File: src/rtl/double_pkg.sv
// rtl/double_pkg.sv - shared widths, constants and helpers for the double unit arbiter
package double_pkg;

   localparam int DOUBLE_W = 64;

   // IEEE-754 double +1.0 and -1.0
   localparam logic [DOUBLE_W-1:0] POS_ONE = 64'h3FF0000000000000;
   localparam logic [DOUBLE_W-1:0] NEG_ONE = 64'hBFF0000000000000;

   // ceiling log2; returns 0 for values <= 1
   function automatic int clog2(input int value);
      int result;
      int rem;
      result = 0;
      rem    = value - 1;
      while (rem > 0) begin
         result = result + 1;
         rem    = rem >> 1;
      end
      return result;
   endfunction

endpackage

File: src/rtl/double_result_fifo.sv
// rtl/double_result_fifo.sv - result FIFO holding {tag, data} with occupancy count
module double_result_fifo
   import double_pkg::*;
#(
   parameter  int WIDTH = DOUBLE_W + 2,
   parameter  int DEPTH = 4,
   localparam int PTR_W = clog2(DEPTH),
   localparam int CNT_W = clog2(DEPTH + 1)
) (
   input  logic             clk,
   input  logic             rst_n,
   input  logic             wr_en,
   input  logic [WIDTH-1:0] wr_data,
   input  logic             rd_en,
   output logic [WIDTH-1:0] rd_data,
   output logic [CNT_W-1:0] count
);

   logic [WIDTH-1:0] mem [DEPTH];
   logic [PTR_W-1:0] wr_ptr;
   logic [PTR_W-1:0] rd_ptr;
   logic             empty;
   logic             full;
   logic             do_wr;
   logic             do_rd;

   assign empty = (count == '0);
   assign full  = (count == CNT_W'(DEPTH));
   assign do_rd = rd_en && !empty;
   // a full FIFO may still accept a write when the head leaves in the same cycle;
   // the head is read combinationally before the edge overwrites its slot
   assign do_wr = wr_en && (!full || do_rd);

   // storage has no reset: an entry is only visible between its write and its read
   always_ff @(posedge clk) begin
      if (do_wr) begin
         mem[wr_ptr] <= wr_data;
      end
   end

   // pointers and occupancy; push and pop together leave the count unchanged
   always_ff @(posedge clk or negedge rst_n) begin
      if (!rst_n) begin
         wr_ptr <= '0;
         rd_ptr <= '0;
         count  <= '0;
      end else begin
         if (do_wr) begin
            wr_ptr <= wr_ptr + 1'b1;
         end
         if (do_rd) begin
            rd_ptr <= rd_ptr + 1'b1;
         end
         if (do_wr && !do_rd) begin
            count <= count + 1'b1;
         end else if (do_rd && !do_wr) begin
            count <= count - 1'b1;
         end
      end
   end

   // head entry, forced to zero while empty so stale slots never leak out
   assign rd_data = empty ? '0 : mem[rd_ptr];

endmodule

File: src/rtl/double_unit_arbiter.sv
// rtl/double_unit_arbiter.sv - round-robin sharing of one pipelined double unit with credit-gated results
module double_unit_arbiter
   import double_pkg::*;
#(
   parameter  int N_REQ      = 4,
   parameter  int LATENCY    = 1,
   parameter  int FIFO_DEPTH = 4,
   localparam int TAG_W      = clog2(N_REQ),
   localparam int CNT_W      = clog2(FIFO_DEPTH + 1),
   localparam int INF_W      = clog2(LATENCY + 1),
   localparam int OCC_W      = clog2(FIFO_DEPTH + LATENCY + 1)
) (
   input  logic                      clk,
   input  logic                      rst_n,
   input  logic [N_REQ-1:0]          req_valid,
   output logic [N_REQ-1:0]          req_ready,
   input  logic [DOUBLE_W*N_REQ-1:0] req_data,
   output logic [DOUBLE_W-1:0]       unit_a,
   input  logic [DOUBLE_W-1:0]       unit_z,
   output logic                      rsp_valid,
   input  logic                      rsp_ready,
   output logic [DOUBLE_W-1:0]       rsp_data,
   output logic [TAG_W-1:0]          rsp_tag,
   output logic                      busy
);

   logic [TAG_W-1:0]          rr_ptr;
   logic [TAG_W-1:0]          grant_idx;
   logic                      issue_ok;
   logic                      issue;
   logic [LATENCY-1:0]        pipe_v;
   logic [TAG_W-1:0]          pipe_tag [LATENCY];
   logic [INF_W-1:0]          inflight;
   logic [OCC_W-1:0]          occupancy;
   logic [CNT_W-1:0]          fifo_count;
   logic [TAG_W+DOUBLE_W-1:0] fifo_head;

   // count ops still travelling through the unit
   always_comb begin
      inflight = '0;
      for (int s = 0; s < LATENCY; s++) begin
         inflight = inflight + INF_W'(pipe_v[s]);
      end
   end

   // every op in flight already owns a FIFO slot, so the FIFO can never overflow
   assign occupancy = OCC_W'(fifo_count) + OCC_W'(inflight);
   assign issue_ok  = occupancy < OCC_W'(FIFO_DEPTH);

   // round-robin pick: lowest valid lane at or above rr_ptr, else lowest valid lane (wrap)
   always_comb begin
      grant_idx = '0;
      for (int i = N_REQ - 1; i >= 0; i--) begin
         if (req_valid[i]) begin
            grant_idx = TAG_W'(i);
         end
      end
      for (int i = N_REQ - 1; i >= 0; i--) begin
         if (req_valid[i] && (TAG_W'(i) >= rr_ptr)) begin
            grant_idx = TAG_W'(i);
         end
      end
   end

   // reset also masks the grant so every output reads zero while rst_n is low
   assign issue = rst_n && issue_ok && (|req_valid);

   // one-hot grant and operand mux towards the unit
   always_comb begin
      req_ready = '0;
      unit_a    = '0;
      for (int i = 0; i < N_REQ; i++) begin
         if (issue && (TAG_W'(i) == grant_idx)) begin
            req_ready[i] = 1'b1;
            unit_a       = req_data[DOUBLE_W*i +: DOUBLE_W];
         end
      end
   end

   // rotate priority to the lane after the one just served
   always_ff @(posedge clk or negedge rst_n) begin
      if (!rst_n) begin
         rr_ptr <= '0;
      end else if (issue) begin
         rr_ptr <= (grant_idx == TAG_W'(N_REQ - 1)) ? '0 : grant_idx + 1'b1;
      end
   end

   // valid/tag shadow of the unit pipeline, shifting every edge
   always_ff @(posedge clk or negedge rst_n) begin
      if (!rst_n) begin
         pipe_v <= '0;
         for (int s = 0; s < LATENCY; s++) begin
            pipe_tag[s] <= '0;
         end
      end else begin
         pipe_v[0]   <= issue;
         pipe_tag[0] <= grant_idx;
         for (int s = 1; s < LATENCY; s++) begin
            pipe_v[s]   <= pipe_v[s-1];
            pipe_tag[s] <= pipe_tag[s-1];
         end
      end
   end

   double_result_fifo #(
      .WIDTH (TAG_W + DOUBLE_W),
      .DEPTH (FIFO_DEPTH)
   ) u_result_fifo (
      .clk     (clk),
      .rst_n   (rst_n),
      .wr_en   (pipe_v[LATENCY-1]),
      .wr_data ({pipe_tag[LATENCY-1], unit_z}),
      .rd_en   (rsp_valid && rsp_ready),
      .rd_data (fifo_head),
      .count   (fifo_count)
   );

   assign rsp_valid           = (fifo_count != '0);
   assign {rsp_tag, rsp_data} = fifo_head;
   assign busy                = (|pipe_v) || rsp_valid;

endmodule

File: config.mk
export PLATFORM = sky130hd
export DESIGN_NAME = double_unit_arbiter
export DESIGN_NICKNAME = d
export VERILOG_FILES = /design/src/rtl/double_pkg.sv /design/src/rtl/double_result_fifo.sv /design/src/rtl/double_unit_arbiter.sv
export SDC_FILE = /design/constraint.sdc
export NUM_CORES = 1
export LEC_CHECK = 0
export CORE_AREA = 2 2 181 183
export DETAILED_ROUTE_END_ITERATION = 16
export DIE_AREA = 0 0 183 185
export DONT_BUFFER_PORTS = 1
export MAX_ROUTING_LAYER = met4
export PLACE_DENSITY = 0.54
export SYNTH_ARGS = -nofsm -noshare
export SYNTH_HDL_FRONTEND = slang
export SYNTH_SLANG_ARGS = --single-unit
File: constraint.sdc
create_clock -name clk -period 3.7 [get_ports clk]
set_input_delay 0.925 -clock clk [delete_from_list [all_inputs] [get_ports clk]]
set_output_delay 0.925 -clock clk [all_outputs]
set_load 0.1 [all_outputs]
# [Word-level counts from Yosys, hierarchy flattened]
# Memories as Yosys holds them, arrays and structs flattened.
# Index checks and enable logic that the tools add are counted.
[totals] reg_bits=12 mem_bits_rw=264 inputBits=327 wordCells=71 n_memories=1
[memory_table] name="u_result_fifo.mem" words=4 word_bits=66 read_ports=1 rd_clocked_by_memory_dff=0 write_ports=1 line_no="double_result_fifo.sv:19" text="logic [WIDTH-1:0] mem [DEPTH];"
[classes] n_addsub=6 order_cmp=5 eq_ne=5 mux=22 n_reduce_logical=26
[ops] op="64-bit 2-to-1 mux" n=4
[ops] op="66-bit 2-to-1 mux" n=1
[ops] op="2-bit 2-to-1 mux" n=9
[ops] op="1-bit logical AND" n=15
[ops] op="2-bit by 1-bit adder with 2-bit output, second input constant" n=3
[ops] op="1-bit 2-to-1 mux" n=6
[ops] op="3-bit 2-to-1 mux" n=2
[ops] op="2-bit == test, first input constant" n=2
[ops] op="1-bit by 2-bit greater-or-equal comparator with 1-bit output, first input constant" n=2
[ops] op="2-bit greater-or-equal comparator, first input constant" n=2
[ops] op="1-bit zero test" n=4
[ops] op="4-bit OR reduction" n=1
[ops] op="3-bit by 1-bit adder with 3-bit output" n=1
[ops] op="3-bit by 1-bit adder with 3-bit output, second input constant" n=1
[ops] op="3-bit == test, second input constant" n=1
[ops] op="3-bit zero test" n=1
[ops] op="3-bit < comparator, second input constant" n=1
[ops] op="3-bit nonzero test" n=1
[ops] op="3-bit by 1-bit subtractor with 3-bit output, second input constant" n=1
[ops] op="1-bit by 2-bit == test with 1-bit output, first input constant" n=1
[ops] op="2-bit == test, second input constant" n=1
[ops] op="2-bit zero test" n=1
[ops] op="1-bit logical OR" n=2
[ops] op="2-bit nonzero test" n=1

# [Depth between registers and ports, before layout]
[logic_depth] ltp_word=14 ltp_mapped=11 depth_no_buf=9

# [Hierarchy]
# From an unflattened synthesis, not the netlist that was laid out.
[unflattened] hier_cells=857 area_unflattened_um2=12917.4
[by_module_without_submodules] mod="double_result_fifo" n_inst=1 cells_per_inst=452 area_per_inst_um2=10383.7 seq_area_each_um2=8102.8
[by_module_without_submodules] mod="double_unit_arbiter" n_inst=1 cells_per_inst=405 area_per_inst_um2=2533.7 seq_area_each_um2=125.1

# [Worst setup path before layout]
# No wires, ideal clock.
[synth_path] path_kind="input -> output" from="in req_valid[3]" to="out unit_a[14]" arrival_time_ns=3.938 required_ns=2.775 path_slack_ns=-1.163 path_stages=10 n_path_buf=2 cell_sequence="inv_1 a22o_1 a211o_1 inv_1 ha_1 buf_2 buf_2 a221oi_1 a211o_1 a21oi_1"
[synth_via] elab_chain_len=14 word_cells_on_any_way=23
[synth_lines] element="start, declared" line_no="double_unit_arbiter.sv:15" text="input logic [N_REQ-1:0] req_valid,"
[synth_lines] element="2-bit 2-to-1 mux (4 in series)" line_no="double_unit_arbiter.sv:54" text="if (req_valid[i]) begin"
[synth_lines] element="2-bit 2-to-1 mux (*) (4 in series)" line_no="double_unit_arbiter.sv:59" text="if (req_valid[i] && (TAG_W'(i) >= rr_ptr)) begin"
[synth_lines] element="net grant_idx[0]" line_no="double_unit_arbiter.sv:28" text="logic [TAG_W-1:0] grant_idx;"
[synth_lines] element="2-bit zero test" line_no="double_unit_arbiter.sv:73" text="if (issue && (TAG_W'(i) == grant_idx)) begin"
[synth_lines] element="1-bit logical AND" line_no="double_unit_arbiter.sv:73"
[synth_lines] element="64-bit 2-to-1 mux (3 in series)" line_no="double_unit_arbiter.sv:73"
[synth_lines] element="64-bit 2-to-1 mux (*)" line_no="double_unit_arbiter.sv:73"
[synth_lines] element="end, declared" line_no="double_unit_arbiter.sv:18" text="output logic [DOUBLE_W-1:0] unit_a,"
# The timed path passes the listed nets; every way through them passes the cells marked *.

# [Worst setup path after layout]
[layout_path] from="reg rr_ptr[1]" to="out unit_a[22]"
[layout_via] elab_chain_len=12 word_cells_on_any_way=24
[layout_lines] element="start, declared" line_no="double_unit_arbiter.sv:27" text="logic [TAG_W-1:0] rr_ptr;"
[layout_lines] element="start signal, assigned" line_no="double_unit_arbiter.sv:85" text="rr_ptr <= (grant_idx == TAG_W'(N_REQ - 1)) ? '0 : grant_idx + 1'b1;"
[layout_lines] element="2-bit greater-or-equal comparator" line_no="double_unit_arbiter.sv:59"
[layout_lines] element="1-bit logical AND" line_no="double_unit_arbiter.sv:59"
[layout_lines] element="2-bit 2-to-1 mux (3 in series)" line_no="double_unit_arbiter.sv:59"
[layout_lines] element="2-bit 2-to-1 mux (*)" line_no="double_unit_arbiter.sv:59"
[layout_lines] element="net grant_idx[0]" line_no="double_unit_arbiter.sv:28"
[layout_lines] element="2-bit zero test" line_no="double_unit_arbiter.sv:73"
[layout_lines] element="1-bit logical AND" line_no="double_unit_arbiter.sv:73"
[layout_lines] element="64-bit 2-to-1 mux (3 in series)" line_no="double_unit_arbiter.sv:73"
[layout_lines] element="64-bit 2-to-1 mux (*)" line_no="double_unit_arbiter.sv:73"
# Marked as above.

==> results.sh <==
export IMPL_first_pass_grt_wire_length_microns=59500
export IMPL_fmaxAchievable_mhz=250
export IMPL_rr_worst_depth=8
export IMPL_drt_pre_antenna_iters=5
export IMPL_reg2reg_slack_ps=1170
export IMPL_worst_setup_hold_path_clk_slew_ps=70
export IMPL_area_growth_pct=38.9
export IMPL_max_cap_violations=0
export IMPL_r2r_start="u_result_fifo.count[0]"
export IMPL_timing_critical_path_required_ps=2770
export IMPL_ys_types=35
export IMPL_vias_per_cell=5.89
export IMPL_nets=1374
export IMPL_worst_slew_pin_slew_ps=746
export IMPL_worst_slack_ps=-294
export IMPL_postSynthNetCount=1195
export IMPL_endpoint_kind="primary output"
export IMPL_critical_path_class="flip-flop to primary output"
export IMPL_postRouteAntennaNets=0
export IMPL_grt_setup_unrepaired="true"
export IMPL_antenna_found_initial=5
export IMPL_detailedRoute_firstIterationViolations=581
export IMPL_worstSkewPairLatency_ps=540
export IMPL_cell_breakdown_of_the_critical_path="nand2b_4 > a21oi_2 > a211o_1 > buf_6 > inv_4 > ha_4 > nor2b_4 > buf_6 > buf_16 > a221oi_2 > a211o_1 > a21oi_4 > buf_12"
export IMPL_timing_critical_path_depth=13
export IMPL_detail_route_wl_per_cell_microns=29.1
export IMPL_finalClockSkew_ps=5.09
export IMPL_period_needed_ps=3990
export IMPL_worst_hold_path_type="primary input to asynchronous set/reset pin"
export IMPL_pin_count_of_the_biggest_net_entering_global_routing=71
export IMPL_cts_htree_levels=1
export IMPL_critPathMaxFanout=13
export IMPL_slew_viol_final=0
export IMPL_drt_drc_violations_left=0
export IMPL_dp_cells=1393
export IMPL_chipWidth_microns=183
export IMPL_placement_rows=66
export IMPL_synth_cells=858
export IMPL_final_design_area_no_fill_sq_mm=0.0179
export IMPL_cts_hold_repair_buffers=0
export IMPL_clockBufferDepth=3
export IMPL_clock_tree_from_tritoncts="yes"
export IMPL_chip_height_microns=185
export IMPL_clk_root_buffer_cell="clkbuf_16"
export IMPL_start_util_pct=40.2
export IMPL_placedInstanceArea_sq_mm=0.0164
export IMPL_worstSetupStartpointType="flip-flop"
export IMPL_gr_usage_all_layers_pct=25.1
export IMPL_numPortBuffers=0
export IMPL_flop_and_latch_count_out_of_synthesis=276
export IMPL_route_final_wire_length_microns=42900
export IMPL_worstPathBufferInverterCount=5
export IMPL_report_final_hold_viol_count=0
export IMPL_die_area_sq_mm=0.0339
export IMPL_first_global_vias=8858
export IMPL_maxSlewHeadroom_pct=50.2
export IMPL_crit_arrival_ps=3070
export IMPL_gpl_final_weighted_congestion=1.01
export IMPL_clock_buffer_count_from_cts=28
export IMPL_final_cells=1472
export IMPL_worst_hold_slack_across_all_endpoints_ps=76.8
export IMPL_synth_seq_area_share_pct=63.9
export IMPL_detailedPlacementHpwl_microns=31000
export IMPL_cp_max_stage_delay_ps=450
export IMPL_layout_drive_gt1_share_pct=42.7
export IMPL_grt_ovfl_total=0
export IMPL_floorplan_io_pins=463
export IMPL_clock_sink_count=276
export IMPL_setup_violations_final=64
export IMPL_critical_path_slowest_cell="dfrtp_2"
export IMPL_finalCritPeriodShare_pct=108
export IMPL_coreArea_sq_mm=0.0320
export IMPL_r2r_end="u_result_fifo.count[2]"
export IMPL_post_synth_instance_area_sq_mm=0.0129
export IMPL_violations="setup timing"
export IMPL_yosys_warnings=0
export IMPL_syn_mean_instance_area_sq_um=15.0
export IMPL_run_status="finished with violations"
export IMPL_routed_via_count=8674
export IMPL_largest_delay_share_family_worst_path="compound AO/OA/AOI/OAI gates"
[sequential cells by signal, summed over array words and instances (netlist names)]
signal                count
pipe_v                    1
u_result_fifo.wr_ptr      2
u_result_fifo.rd_ptr      2
rr_ptr                    2
u_result_fifo.mem       264
u_result_fifo.count       3
pipe_tag                  2
[layer usage]
layer	track usage (%)	share of wire, %	vias up
met5	-	0	-
met4	9.34	4.2	0
met3	9.26	9.7	103
met2	39.9	49	457
met1	29.2	37	4400
li1	-	-	3714
[worst max-delay path by stage]
stage / end / slack [ps] / start
2_1_floorplan: unit_a[10] / -160 / req_valid[3]
3_3_place_gp: unit_a[4] / -130 / req_valid[3]
3_5_place_dp: unit_a[4] / -180 / req_valid[0]
4_1_cts: unit_a[22] / -290 / rr_ptr[1]
5_1_grt: unit_a[57] / -410 / rr_ptr[1]
6_report: unit_a[22] / -290 / rr_ptr[1]
[repair_timing]
| item | CTS | global route |
|---|---|---|
| endpoints found under the setup margin | 64 | 64 |
| setup buffers | 15 | 4 |
| gates cloned | 4 | 0 |
| pin swaps | 54 | 30 |
| gates resized for setup | 34 | 18 |
[cells in the mapped netlist]
library cell / count / share of area [%]
a211o_1: 65 / 4.4
a21oi_1: 65 / 2.5
a221oi_1: 64 / 4.4
a22o_1: 1 / 0.068
and2_1: 74 / 3.6
buf_1: 4 / 0.12
buf_12: 3 / 0.47
buf_2: 21 / 0.82
buf_4: 8 / 0.47
buf_6: 1 / 0.087
clkbuf_1: 35 / 1.0
dfrtp_1: 12 / 2.3
edfxtp_1: 264 / 62
fa_1: 1 / 0.16
ha_1: 9 / 0.87
inv_1: 71 / 2.1
inv_2: 1 / 0.029
mux2_2: 3 / 0.26
mux4_2: 66 / 12
nand2_1: 66 / 1.9
nand2b_1: 1 / 0.049
nand3_1: 2 / 0.078
nor2_1: 2 / 0.058
nor2b_1: 1 / 0.049
nor3b_1: 1 / 0.058
o21a_1: 1 / 0.058
o21ai_0: 3 / 0.12
o311ai_2: 1 / 0.13
o31ai_1: 1 / 0.058
o41a_1: 1 / 0.087
or2_1: 1 / 0.049
or2_2: 1 / 0.049
or3_1: 1 / 0.049
xnor2_1: 6 / 0.41
xor2_1: 1 / 0.068
[area by class of cell]
cell class | count | area (sq um)
Antenna cell | 5 | 12.5
Clock buffer | 30 | 708
Clock inverter | 22 | 199
Fill cell | 2490 | 14100
Inverter | 72 | 273
Multi-Input combinational cell | 438 | 5050
Sequential cell | 276 | 8240
Tap cell | 408 | 510
Timing Repair Buffer | 221 | 2900
[cells by family after synthesis]
logic type	Yosys count	synth area share, %
muxes	69	11.8
AOI/OAI and AO/OA	202	11.8
buffers and inverters	144	5.07
xor gates and xnor gates	7	0.476
DFF	276	63.9
adders and majority gates	10	1.03
and+or+nand+nor	150	5.95
[placed cells by master, fill, tap and decap left out, types with 3 or more instances in the layout]
| cell type | synthesis | layout |
|---|---|---|
| a211o_1 | 65 | 64 |
| a21oi_4 | 0 | 64 |
| a221oi_1 | 64 | 32 |
| a221oi_2 | 0 | 32 |
| and2_1 | 74 | 69 |
| and2_4 | 0 | 4 |
| buf_12 | 3 | 87 |
| buf_16 | 0 | 5 |
| buf_4 | 8 | 116 |
| buf_6 | 1 | 11 |
| bufinv_16 | 0 | 3 |
| clkbuf_16 | 0 | 28 |
| clkinv_1 | 0 | 11 |
| clkinv_2 | 0 | 6 |
| dfrtp_1 | 12 | 9 |
| diode_2 | 0 | 5 |
| edfxtp_1 | 264 | 264 |
| ha_1 | 9 | 5 |
| ha_4 | 0 | 3 |
| inv_1 | 71 | 68 |
| inv_2 | 1 | 3 |
| mux2_2 | 3 | 3 |
| mux4_2 | 66 | 66 |
| nand2_1 | 66 | 66 |
| xnor2_1 | 6 | 6 |
[worst register-to-register path, cell delays in order (launching register included)]
cell,delay (ps)
dfrtp_1,450
or3_4,670
nand2_1,260
ha_1,210
inv_1,70
fa_1,390
xor2_1,160
nor2_1,110
xnor2_1,120
[metrics by stage]
| stage | utilization, % | setup TNS, ps | setup slack (ps) |
|---|---|---|---|
| 3_5_place_dp | 51.3 | -4940 | -175 |
| 5_1_grt | 55.8 | -22910 | -408 |
| 6_report | 55.8 | -15170 | -294 |
| 4_1_cts | 55.4 | -15010 | -293 |
| 3_3_place_gp | 51.3 | -2210 | -130 |
| 2_1_floorplan | - | -7360 | -156 |
Power is left out: the tool's default activity adds up to more than one toggle a clock period on the data nets, which glitch-free logic cannot reach.
